<file path="config.mk">
export PLATFORM = sky130hd
export DESIGN_NAME = ap_txn_profiler
export DESIGN_NICKNAME = d
export VERILOG_FILES = /design/src/rtl/ap_txn_profiler.sv
export SDC_FILE = /design/constraint.sdc
export NUM_CORES = 2
export LEC_CHECK = 0
export ABC_AREA = 1
export BUFFER_PORTS_ARGS = -buffer_cell sky130_fd_sc_hd__buf_2
export CORE_MARGIN = 3
export CORE_UTILIZATION = 43
export CTS_CLUSTER_SIZE = 40
export DETAILED_ROUTE_END_ITERATION = 12
export PLACE_DENSITY = 0.67
export SETUP_SLACK_MARGIN = 0.02
export SYNTH_ARGS = -nofsm -noshare
export SYNTH_HDL_FRONTEND = slang
export SYNTH_SLANG_ARGS = --single-unit
</file>
<file path="constraint.sdc">
create_clock -name clock -period 3.5 [get_ports clock]
set_input_delay 0.525 -clock clock [delete_from_list [all_inputs] [get_ports clock]]
set_output_delay 0.525 -clock clock [all_outputs]
set_load 0.02 [all_outputs]
</file>
<file path="src/rtl/ap_txn_profiler.sv">
// ap_txn_profiler: per-transaction profiler for an ap_ctrl_hs/ap_ctrl_chain block.
// Watches the block-level handshake and, for every completed transaction,
// emits {id, latency, interval, stall} on a valid/ready record stream.
module ap_txn_profiler #(
    parameter int CNT_W = 32,
    parameter int ID_W  = 16,
    parameter int DEPTH = 8
) (
    input  logic                       clock,
    input  logic                       reset,
    input  logic                       ap_start,
    input  logic                       ap_ready,
    input  logic                       ap_done,
    input  logic                       ap_continue,
    input  logic                       finish,
    output logic                       rec_valid,
    input  logic                       rec_ready,
    output logic [ID_W-1:0]            rec_id,
    output logic [CNT_W-1:0]           rec_latency,
    output logic [CNT_W-1:0]           rec_interval,
    output logic [CNT_W-1:0]           rec_stall,
    output logic [$clog2(DEPTH):0]     in_flight,
    output logic [15:0]                drop_cnt,
    output logic                       orphan_err,
    output logic                       finished
);

    localparam int AW = $clog2(DEPTH);
    localparam logic [AW:0] FULL_CNT = (AW+1)'(DEPTH);

    localparam logic [1:0] ST_IDLE     = 2'd0;
    localparam logic [1:0] ST_RUN      = 2'd1;
    localparam logic [1:0] ST_DRAIN    = 2'd2;
    localparam logic [1:0] ST_FINISHED = 2'd3;

    logic [1:0]       state;
    logic [CNT_W-1:0] cyc;
    logic [CNT_W-1:0] last_start_ts;
    logic             have_start;
    logic [CNT_W-1:0] stall_acc;
    logic [ID_W-1:0]  next_id;
    logic [15:0]      drops;
    logic             orphan;

    // In-flight start timestamps and the interval measured at each start
    logic [CNT_W-1:0] ts_mem [DEPTH];
    logic [CNT_W-1:0] iv_mem [DEPTH];
    logic [AW-1:0]    ts_wr;
    logic [AW-1:0]    ts_rd;
    logic [AW:0]      ts_cnt;

    // Completed records waiting for the consumer
    logic [ID_W-1:0]  rid_mem  [DEPTH];
    logic [CNT_W-1:0] rlat_mem [DEPTH];
    logic [CNT_W-1:0] riv_mem  [DEPTH];
    logic [CNT_W-1:0] rst_mem  [DEPTH];
    logic [AW-1:0]    rec_wr;
    logic [AW-1:0]    rec_rd;
    logic [AW:0]      rec_cnt;

    logic             start_en;
    logic             done_en;
    logic             ts_empty;
    logic             ts_full;
    logic             ts_pop;
    logic             ts_push;
    logic             bypass;
    logic             orphan_hit;
    logic             start_drop;
    logic             start_taken;
    logic [CNT_W-1:0] new_interval;
    logic             rec_make;
    logic             rec_pop;
    logic             rec_push;
    logic             rec_drop;
    logic [CNT_W-1:0] rec_lat_new;
    logic [CNT_W-1:0] rec_iv_new;

    // Event decode: pop is resolved before push, so a full FIFO still takes a start alongside a done
    always_comb begin
        start_en     = ap_start && ap_ready && ((state == ST_IDLE) || (state == ST_RUN));
        done_en      = ap_done && ap_continue && (state != ST_FINISHED);
        ts_empty     = (ts_cnt == '0);
        ts_full      = (ts_cnt == FULL_CNT);
        ts_pop       = done_en && !ts_empty;
        bypass       = done_en && ts_empty && start_en;
        orphan_hit   = done_en && ts_empty && !start_en;
        ts_push      = start_en && !bypass && (!ts_full || ts_pop);
        start_drop   = start_en && !bypass && ts_full && !ts_pop;
        start_taken  = ts_push || bypass;
        new_interval = have_start ? (cyc - last_start_ts) : '0;
        rec_make     = ts_pop || bypass;
        rec_pop      = (rec_cnt != '0) && rec_ready;
        rec_push     = rec_make && ((rec_cnt != FULL_CNT) || rec_pop);
        rec_drop     = rec_make && !rec_push;
        rec_lat_new  = bypass ? '0 : (cyc - ts_mem[ts_rd]);
        rec_iv_new   = bypass ? new_interval : iv_mem[ts_rd];
    end

    // Free-running saturating cycle counter plus start bookkeeping
    always_ff @(posedge clock or negedge reset) begin
        if (!reset) begin
            cyc           <= '0;
            last_start_ts <= '0;
            have_start    <= 1'b0;
        end else begin
            if (cyc != '1) begin
                cyc <= cyc + 1'b1;
            end
            if (start_taken) begin
                last_start_ts <= cyc;
                have_start    <= 1'b1;
            end
        end
    end

    // Continue-stall accumulator, handed to the record on the done event
    always_ff @(posedge clock or negedge reset) begin
        if (!reset) begin
            stall_acc <= '0;
        end else if (done_en) begin
            stall_acc <= '0;
        end else if (ap_done && !ap_continue && (stall_acc != '1)) begin
            stall_acc <= stall_acc + 1'b1;
        end
    end

    // Timestamp FIFO holding one entry per started transaction
    always_ff @(posedge clock or negedge reset) begin
        if (!reset) begin
            ts_wr  <= '0;
            ts_rd  <= '0;
            ts_cnt <= '0;
            for (int i = 0; i < DEPTH; i++) begin
                ts_mem[i] <= '0;
                iv_mem[i] <= '0;
            end
        end else begin
            if (ts_push) begin
                ts_mem[ts_wr] <= cyc;
                iv_mem[ts_wr] <= new_interval;
                ts_wr         <= ts_wr + 1'b1;
            end
            if (ts_pop) begin
                ts_rd <= ts_rd + 1'b1;
            end
            case ({ts_push, ts_pop})
                2'b10:   ts_cnt <= ts_cnt + 1'b1;
                2'b01:   ts_cnt <= ts_cnt - 1'b1;
                default: ts_cnt <= ts_cnt;
            endcase
        end
    end

    // Record FIFO, read first-word-fall-through from the head entry
    always_ff @(posedge clock or negedge reset) begin
        if (!reset) begin
            rec_wr  <= '0;
            rec_rd  <= '0;
            rec_cnt <= '0;
            next_id <= '0;
            for (int i = 0; i < DEPTH; i++) begin
                rid_mem[i]  <= '0;
                rlat_mem[i] <= '0;
                riv_mem[i]  <= '0;
                rst_mem[i]  <= '0;
            end
        end else begin
            if (rec_make) begin
                next_id <= next_id + 1'b1;
            end
            if (rec_push) begin
                rid_mem[rec_wr]  <= next_id;
                rlat_mem[rec_wr] <= rec_lat_new;
                riv_mem[rec_wr]  <= rec_iv_new;
                rst_mem[rec_wr]  <= stall_acc;
                rec_wr           <= rec_wr + 1'b1;
            end
            if (rec_pop) begin
                rec_rd <= rec_rd + 1'b1;
            end
            case ({rec_push, rec_pop})
                2'b10:   rec_cnt <= rec_cnt + 1'b1;
                2'b01:   rec_cnt <= rec_cnt - 1'b1;
                default: rec_cnt <= rec_cnt;
            endcase
        end
    end

    // Saturating drop counter and sticky orphan-done flag
    always_ff @(posedge clock or negedge reset) begin
        if (!reset) begin
            drops  <= '0;
            orphan <= 1'b0;
        end else begin
            if ((start_drop || rec_drop) && (drops != 16'hFFFF)) begin
                drops <= drops + 1'b1;
            end
            if (orphan_hit) begin
                orphan <= 1'b1;
            end
        end
    end

    // Run-control FSM: finish stops new starts, then waits for everything to drain
    always_ff @(posedge clock or negedge reset) begin
        if (!reset) begin
            state <= ST_IDLE;
        end else begin
            case (state)
                ST_IDLE: begin
                    if (finish) begin
                        state <= ST_DRAIN;
                    end else if (start_en) begin
                        state <= ST_RUN;
                    end
                end
                ST_RUN: begin
                    if (finish) begin
                        state <= ST_DRAIN;
                    end
                end
                ST_DRAIN: begin
                    if (ts_empty && (rec_cnt == '0) && !rec_make) begin
                        state <= ST_FINISHED;
                    end
                end
                default: state <= ST_FINISHED;
            endcase
        end
    end

    // Output mapping straight from registered state
    always_comb begin
        rec_valid    = (rec_cnt != '0);
        rec_id       = rid_mem[rec_rd];
        rec_latency  = rlat_mem[rec_rd];
        rec_interval = riv_mem[rec_rd];
        rec_stall    = rst_mem[rec_rd];
        in_flight    = ts_cnt;
        drop_cnt     = drops;
        orphan_err   = orphan;
        finished     = (state == ST_FINISHED);
    end

endmodule
</file>
Yosys cells after proc, flatten, opt, wreduce, memory -nomap -nowiden:

Index checks and enable logic that the tools add are counted.

* $add $sub $neg: 14
* order comparisons: 6
* equality and inequality tests: 16
* muxes and demuxes: 42
* bitwise logic cells: 4
* reductions and logical operators: 44

Operator list (count)
* bitwise mux 256 bit: 5
* 2-to-1 mux 32 bit: 17
* binary-select mux 32 bit (select 3 bit): 5
* demux 32 bit (select 3 bit): 2
* bitwise mux 128 bit: 1
* adder 32 x 1 -> 32 bit, second input constant: 2
* inequality test 32 bit, second input constant: 2
* subtractor 32 bit: 2
* binary-select mux 16 bit (select 3 bit): 1
* demux 16 bit (select 3 bit): 1
* 2-to-1 mux 16 bit: 3
* adder 16 x 1 -> 16 bit, second input constant: 2
* logical AND 1 bit: 22
* >= comparator 4 bit, second input constant: 4
* inequality test 16 bit, second input constant: 1
* NOT 3 -> 4 bit: 4
* one-hot mux 4 bit (2 select lines): 2
* adder 3 x 1 -> 3 bit, second input constant: 4
* adder 4 x 1 -> 4 bit, second input constant: 2
* equality test 2 bit, second input constant: 4
* zero test 1 bit: 8
* zero test 4 bit: 2
* less-than comparator 4 x 1 -> 1 bit, second input constant: 2
* 2-to-1 mux 2 bit: 4
* 12 further kinds: 24

* bits in registers: 1560
* output and inout port bits: 135
* logic and storage cells: 188

Logic depth before layout (Yosys ltp):

* depth in word-level cells: 10
* depth in mapped cells: 23
* gate-level depth less buffers: 19

Least setup slack after synthesis:

No wires, ideal clock.

* path kind: flip-flop to flip-flop
* from: register ts_rd[0]
* to: register rlat_mem[137] (netlist name)
* arrival time: 3.320 ns
* path slack: 0.035 ns
* cell stages (with the launch flop): 16
* clock period less this slack: 3.465 ns
* cells stage by stage: dfrtp_1 buf_2 buf_2 clkbuf_1 clkbuf_1 clkbuf_1 nor2_1 o221ai_1 o21ai_0 ha_1 a21oi_1 nand2_1 a21oi_1 o21ai_0 o21ai_0 o21ai_0

* word-level cells in the longest chain between the ends: 7

RTL lines
* start, declared: RTL line 49 `logic [AW-1:0] ts_rd;`
* start signal, assigned: RTL line 145 `ts_rd <= ts_rd + 1'b1;`
* NOT 3 -> 4 bit (not written as such): RTL line 96 `rec_lat_new = bypass ? '0 : (cyc - ts_mem[ts_rd]);`
* binary-select mux 32 bit (select 3 bit): RTL line 96
* 2-to-1 mux 32 bit (not written as such) (2 in a row): RTL line 96
* subtractor 32 bit: RTL line 96
* 2-to-1 mux 32 bit: RTL line 96
* bitwise mux 256 bit: RTL line 174 `rlat_mem[rec_wr] <= rec_lat_new;`
* end signal, assigned by index: RTL line 174
* end, declared: RTL line 54 `logic [CNT_W-1:0] rlat_mem [DEPTH];`

Every way passes these cells. The select of a mux whose other input is x is not followed.
A chain may end at the register's enable or synchronous reset.

Worst setup path after layout:

* from: register rec_rd[0]
* to: output port rec_latency[6]

* word-level cells in the longest chain between the ends: 4

RTL lines
* start, declared: RTL line 58 `logic [AW-1:0] rec_rd;`
* start signal, assigned: RTL line 180 `rec_rd <= rec_rd + 1'b1;`
* NOT 3 -> 4 bit (not written as such): RTL line 237 `rec_latency = rlat_mem[rec_rd];`
* binary-select mux 32 bit (select 3 bit): RTL line 237
* 2-to-1 mux 32 bit (not written as such) (2 in a row): RTL line 237
* end, declared: RTL line 19 `output logic [CNT_W-1:0] rec_latency,`

Every way passes these cells. The select of a mux whose other input is x is not followed.

==> impl_metrics.yaml <==
yosys:
  ys.flop_type: "dfrtp_1"
  syn_area_um2: 74200
  synth_warnings: 0
  synth_fp_nets: 9427
  synth_common_cells: "nand2_1 (2508), o21ai_0 (1864), dfrtp_1 (1560), nor2_1 (1088), clkbuf_1 (485)"
  synth_edf_count: 0
  synth_top_cell_area_share_pct: 52.6
  yosys-top-cells-area: "dfrtp_1 (53%), nand2_1 (13%), o21ai_0 (13%), nor2_1 (5.5%), clkbuf_1 (2.5%)"
  ys_types: 48
  yosysTopAreaCell: "dfrtp_1"
  avgSynthCellArea_um2: 7.95
  synth.most_common_cell: "nand2_1"
  ys_seq_area_share_pct: 52.6
  synthCells: 9331
  async_reset_ff_share_pct: 100
  ys_ff_latch: 1560
worst_hold_path:
  holdCritPathClass: "input pin to flop"
setup_path:
  rr_endpoint: "rlat_mem[158]"
  cp-endpoint: "rec_latency[6]"
  arrival_ns: 2.89
  ff2ff_path_depth: 19
  end_kind: "primary output"
  cp_data_required_time_ns: 2.97
  startpoint_type: "flop"
  path_delay_family: "buffers and inverters"
  cp_slowest_cell: "dfrtp_4"
  crit_path_start: "rec_rd[0]"
  path_buf_inv: 3
  crit_fanout: 32
  r2r_start: "ts_rd[0]"
  slowest_delay_ns: 0.60
  path_depth: 6
  r2r_slack_ns: 0.13
  path_cells: "buf_16 -> buf_6 -> a21oi_1 -> o21ai_0 -> a31oi_1 -> buf_2"
  crit_type: "flop to primary output"
place:
  port_buffers: 142
  hpwl_mm: 141
  gp_congestion: 0.913
grt:
  grt_max_degree: 123
  grt_use_total_pct: 25.1
  grt_pass1_wl_mm: 361
  antenna_found_initial: 0
  grt_pass1_vias: 62900
  grt_remaining_overflow: 0
power:
  p_int_mw: 33.0
  pwr-share-comb_pct: 28.8
  p_sw_share_pct: 34.7
  p_clk_share_pct: 34.9
  power_density_nw_per_um2: 594
  switching_power_mw: 17.5
  seqPwrFrac_pct: 36.3
  p_leak_nw: 40.2
  ir_drop_mv: 0.573
clock_network:
  clk-insertion-delay-late_ns: 0.83
  cts.sinks: 1560
  cts_tree: "done"
  cts-root-buf: "clkbuf_16"
  cts.path.max_buffers: 3
  clk_pin_slew_ns: 0.06
  cts_made_buffers: 164
  cts.htree.levels: 4
timing:
  max_freq_ghz: 0.293
  setup_violations: 0
  tightest_slew_ns: 0.908
  relSlewSlack_pct: 39.5
  clock_skew_ns: 0.0466
  drv_slew: 0
  rsz0062_at_grt: "true"
  finalCritPeriodShare_pct: 97.6
  fin_crit_ns: 3.41
  hold_viol: 0
  hold-worst-slack_ns: 0.213
  fin_tns_setup_ns: 0
drt:
  ant_nets: 0
  dr.pass1.iters: 8
  num_vias: 65700
  wl_per_cell_um: 19.5
  drt-total-wl_mm: 229
  drtIter0Drc: 7149
  post_drt_via_cell_ratio: 5.59
  remaining_drc_errors: 0
final_layout:
  final_nets: 9434
  final_util_pct: 50.0
  diodes: 0
  drive_gt1_share_pct: 9.23
  areaGrowthSynthToFinish_pct: 14.7
floorplanning:
  initial_core_util_pct: 43.5
  die_h_um: 421
  dieArea_um2: 178000
  fp.coreArea_um2: 170000
  rows: 151
  io_pins: 143
  die-width_um: 421
run_status:
  outcome: "finished clean"
run:
  drv_cap: 0
==> final cells by class <==
| cell class | count | area, um2 |
|---|---|---|
| Timing Repair inverter | 3 | 28.8 |
| Clock inverter | 45 | 541 |
| Inverter | 464 | 1870 |
| Fill cell | 15900 | 85300 |
| Multi-Input combinational cell | 6673 | 31300 |
| Timing Repair Buffer | 472 | 4550 |
| Clock buffer | 252 | 4930 |
| Tap cell | 2295 | 2870 |
| Sequential cell | 1560 | 39100 |
==> placed cells by master, fill, tap and decap left out, types with 24 or more instances in the layout <==
cell and n:
nand2_1 2501, o21ai_0 1835, dfrtp_1 1555, nor2_1 1078, inv_1 422, buf_4 234, a21oi_1 171, clkbuf_16 171
nand3_1 161, o21ai_1 148, buf_2 139, o22ai_1 132, a31oi_1 85, nand4_1 84, ha_1 80, o221ai_1 72
xor2_1 65, buf_12 61, nor3_1 58, clkbuf_8 47, clkbuf_1 40, a31oi_2 30, clkinv_2 24
==> routing by layer <==
| layer | track usage [%] | up-vias | share of wire (%) |
|---|---|---|---|
| met5 | 0 | - | 0 |
| met4 | 8.87 | 0 | 3.5 |
| met3 | 3.45 | 401 | 7.2 |
| met2 | 40.9 | 2665 | 47 |
| met1 | 34.4 | 31900 | 43 |
| li1 | - | 30800 | - |
==> power by group through the flow <==
| stage | Clock, mW | Sequential (mW) | Combinational [mW] |
|---|---|---|---|
| finish | 17.6 | 18.4 | 14.6 |
| global placement | 0 | 18.7 | 13.2 |
| CTS | 17.9 | 18.3 | 14.1 |
| global route | 18.7 | 18.4 | 15.7 |
| detailed placement | 0 | 18.7 | 13.2 |
| floorplan | 0 | 18.6 | 8.10 |
==> registers in the layout (all words and copies together), names as in the netlist, 4 cells and up <==
register	flops
cyc	32
drop_cnt	16
in_flight	4
iv_mem	256
last_start_ts	32
next_id	16
rec_cnt	4
rid_mem	128
riv_mem	256
rlat_mem	256
rst_mem	256
stall_acc	32
ts_mem	256
==> worst register-to-register path, delay by kind of cell, from the launching register on <==
kind | cells | cell delay (ns)
AND/OR/NAND/NOR | 10 | 1.12
adder cells (fa/ha/maj) | 2 | 0.57
AO/OA/AOI/OAI | 4 | 0.51
buffers and inverters | 3 | 0.54
flip-flops | 1 | 0.55
==> per-stage QoR <==
stage	total power, mW	cells	area (um2)	setup WS (ns)
6_report	50.6	11800	85100	0.0855
5_1_grt	52.8	11800	85100	-0.113
4_1_cts	50.3	11700	84600	0.0200
3_5_place_dp	31.9	11400	78600	-0.134
3_3_place_gp	31.8	11400	78600	-0.0863
2_1_floorplan	26.7	9331	74200	0.0354
==> what timing repair did <==
item | CTS | global route
gates cloned | 9 | 7
pin swaps | 0 | 2
hold endpoints to repair | 51 | 0
resized for setup | 40 | 109
hold buffers | 2 | 0
setup buffers | 3 | 8
setup endpoints to repair | 124 | 207
==> kinds of logic (layout without fill, tap and decap cells) <==
| family | after synthesis | after routing | synth area share (%) |
|---|---|---|---|
| flops | 1560 | 1560 | 52.6 |
| buf+inv | 1098 | 1236 | 5.76 |
| xor+xnor | 76 | 76 | 0.897 |
| compound gates | 2538 | 2538 | 18.1 |
| fa+ha+maj | 88 | 88 | 1.52 |
| simple gates | 3971 | 3971 | 21.2 |
==> worst min-delay path by stage <==
stage                         end  cells after the start     startpoint
floorplan                  cyc[0]                      0          reset
global placement    rlat_mem[129]                      2  rlat_mem[129]
detailed placement  rlat_mem[100]                      2  rlat_mem[100]
CTS                 stall_acc[16]                      4        ap_done
global route            rec_rd[0]                      3      rec_ready
finish              stall_acc[16]                      4        ap_done
(Power assumes the default switching activity.)
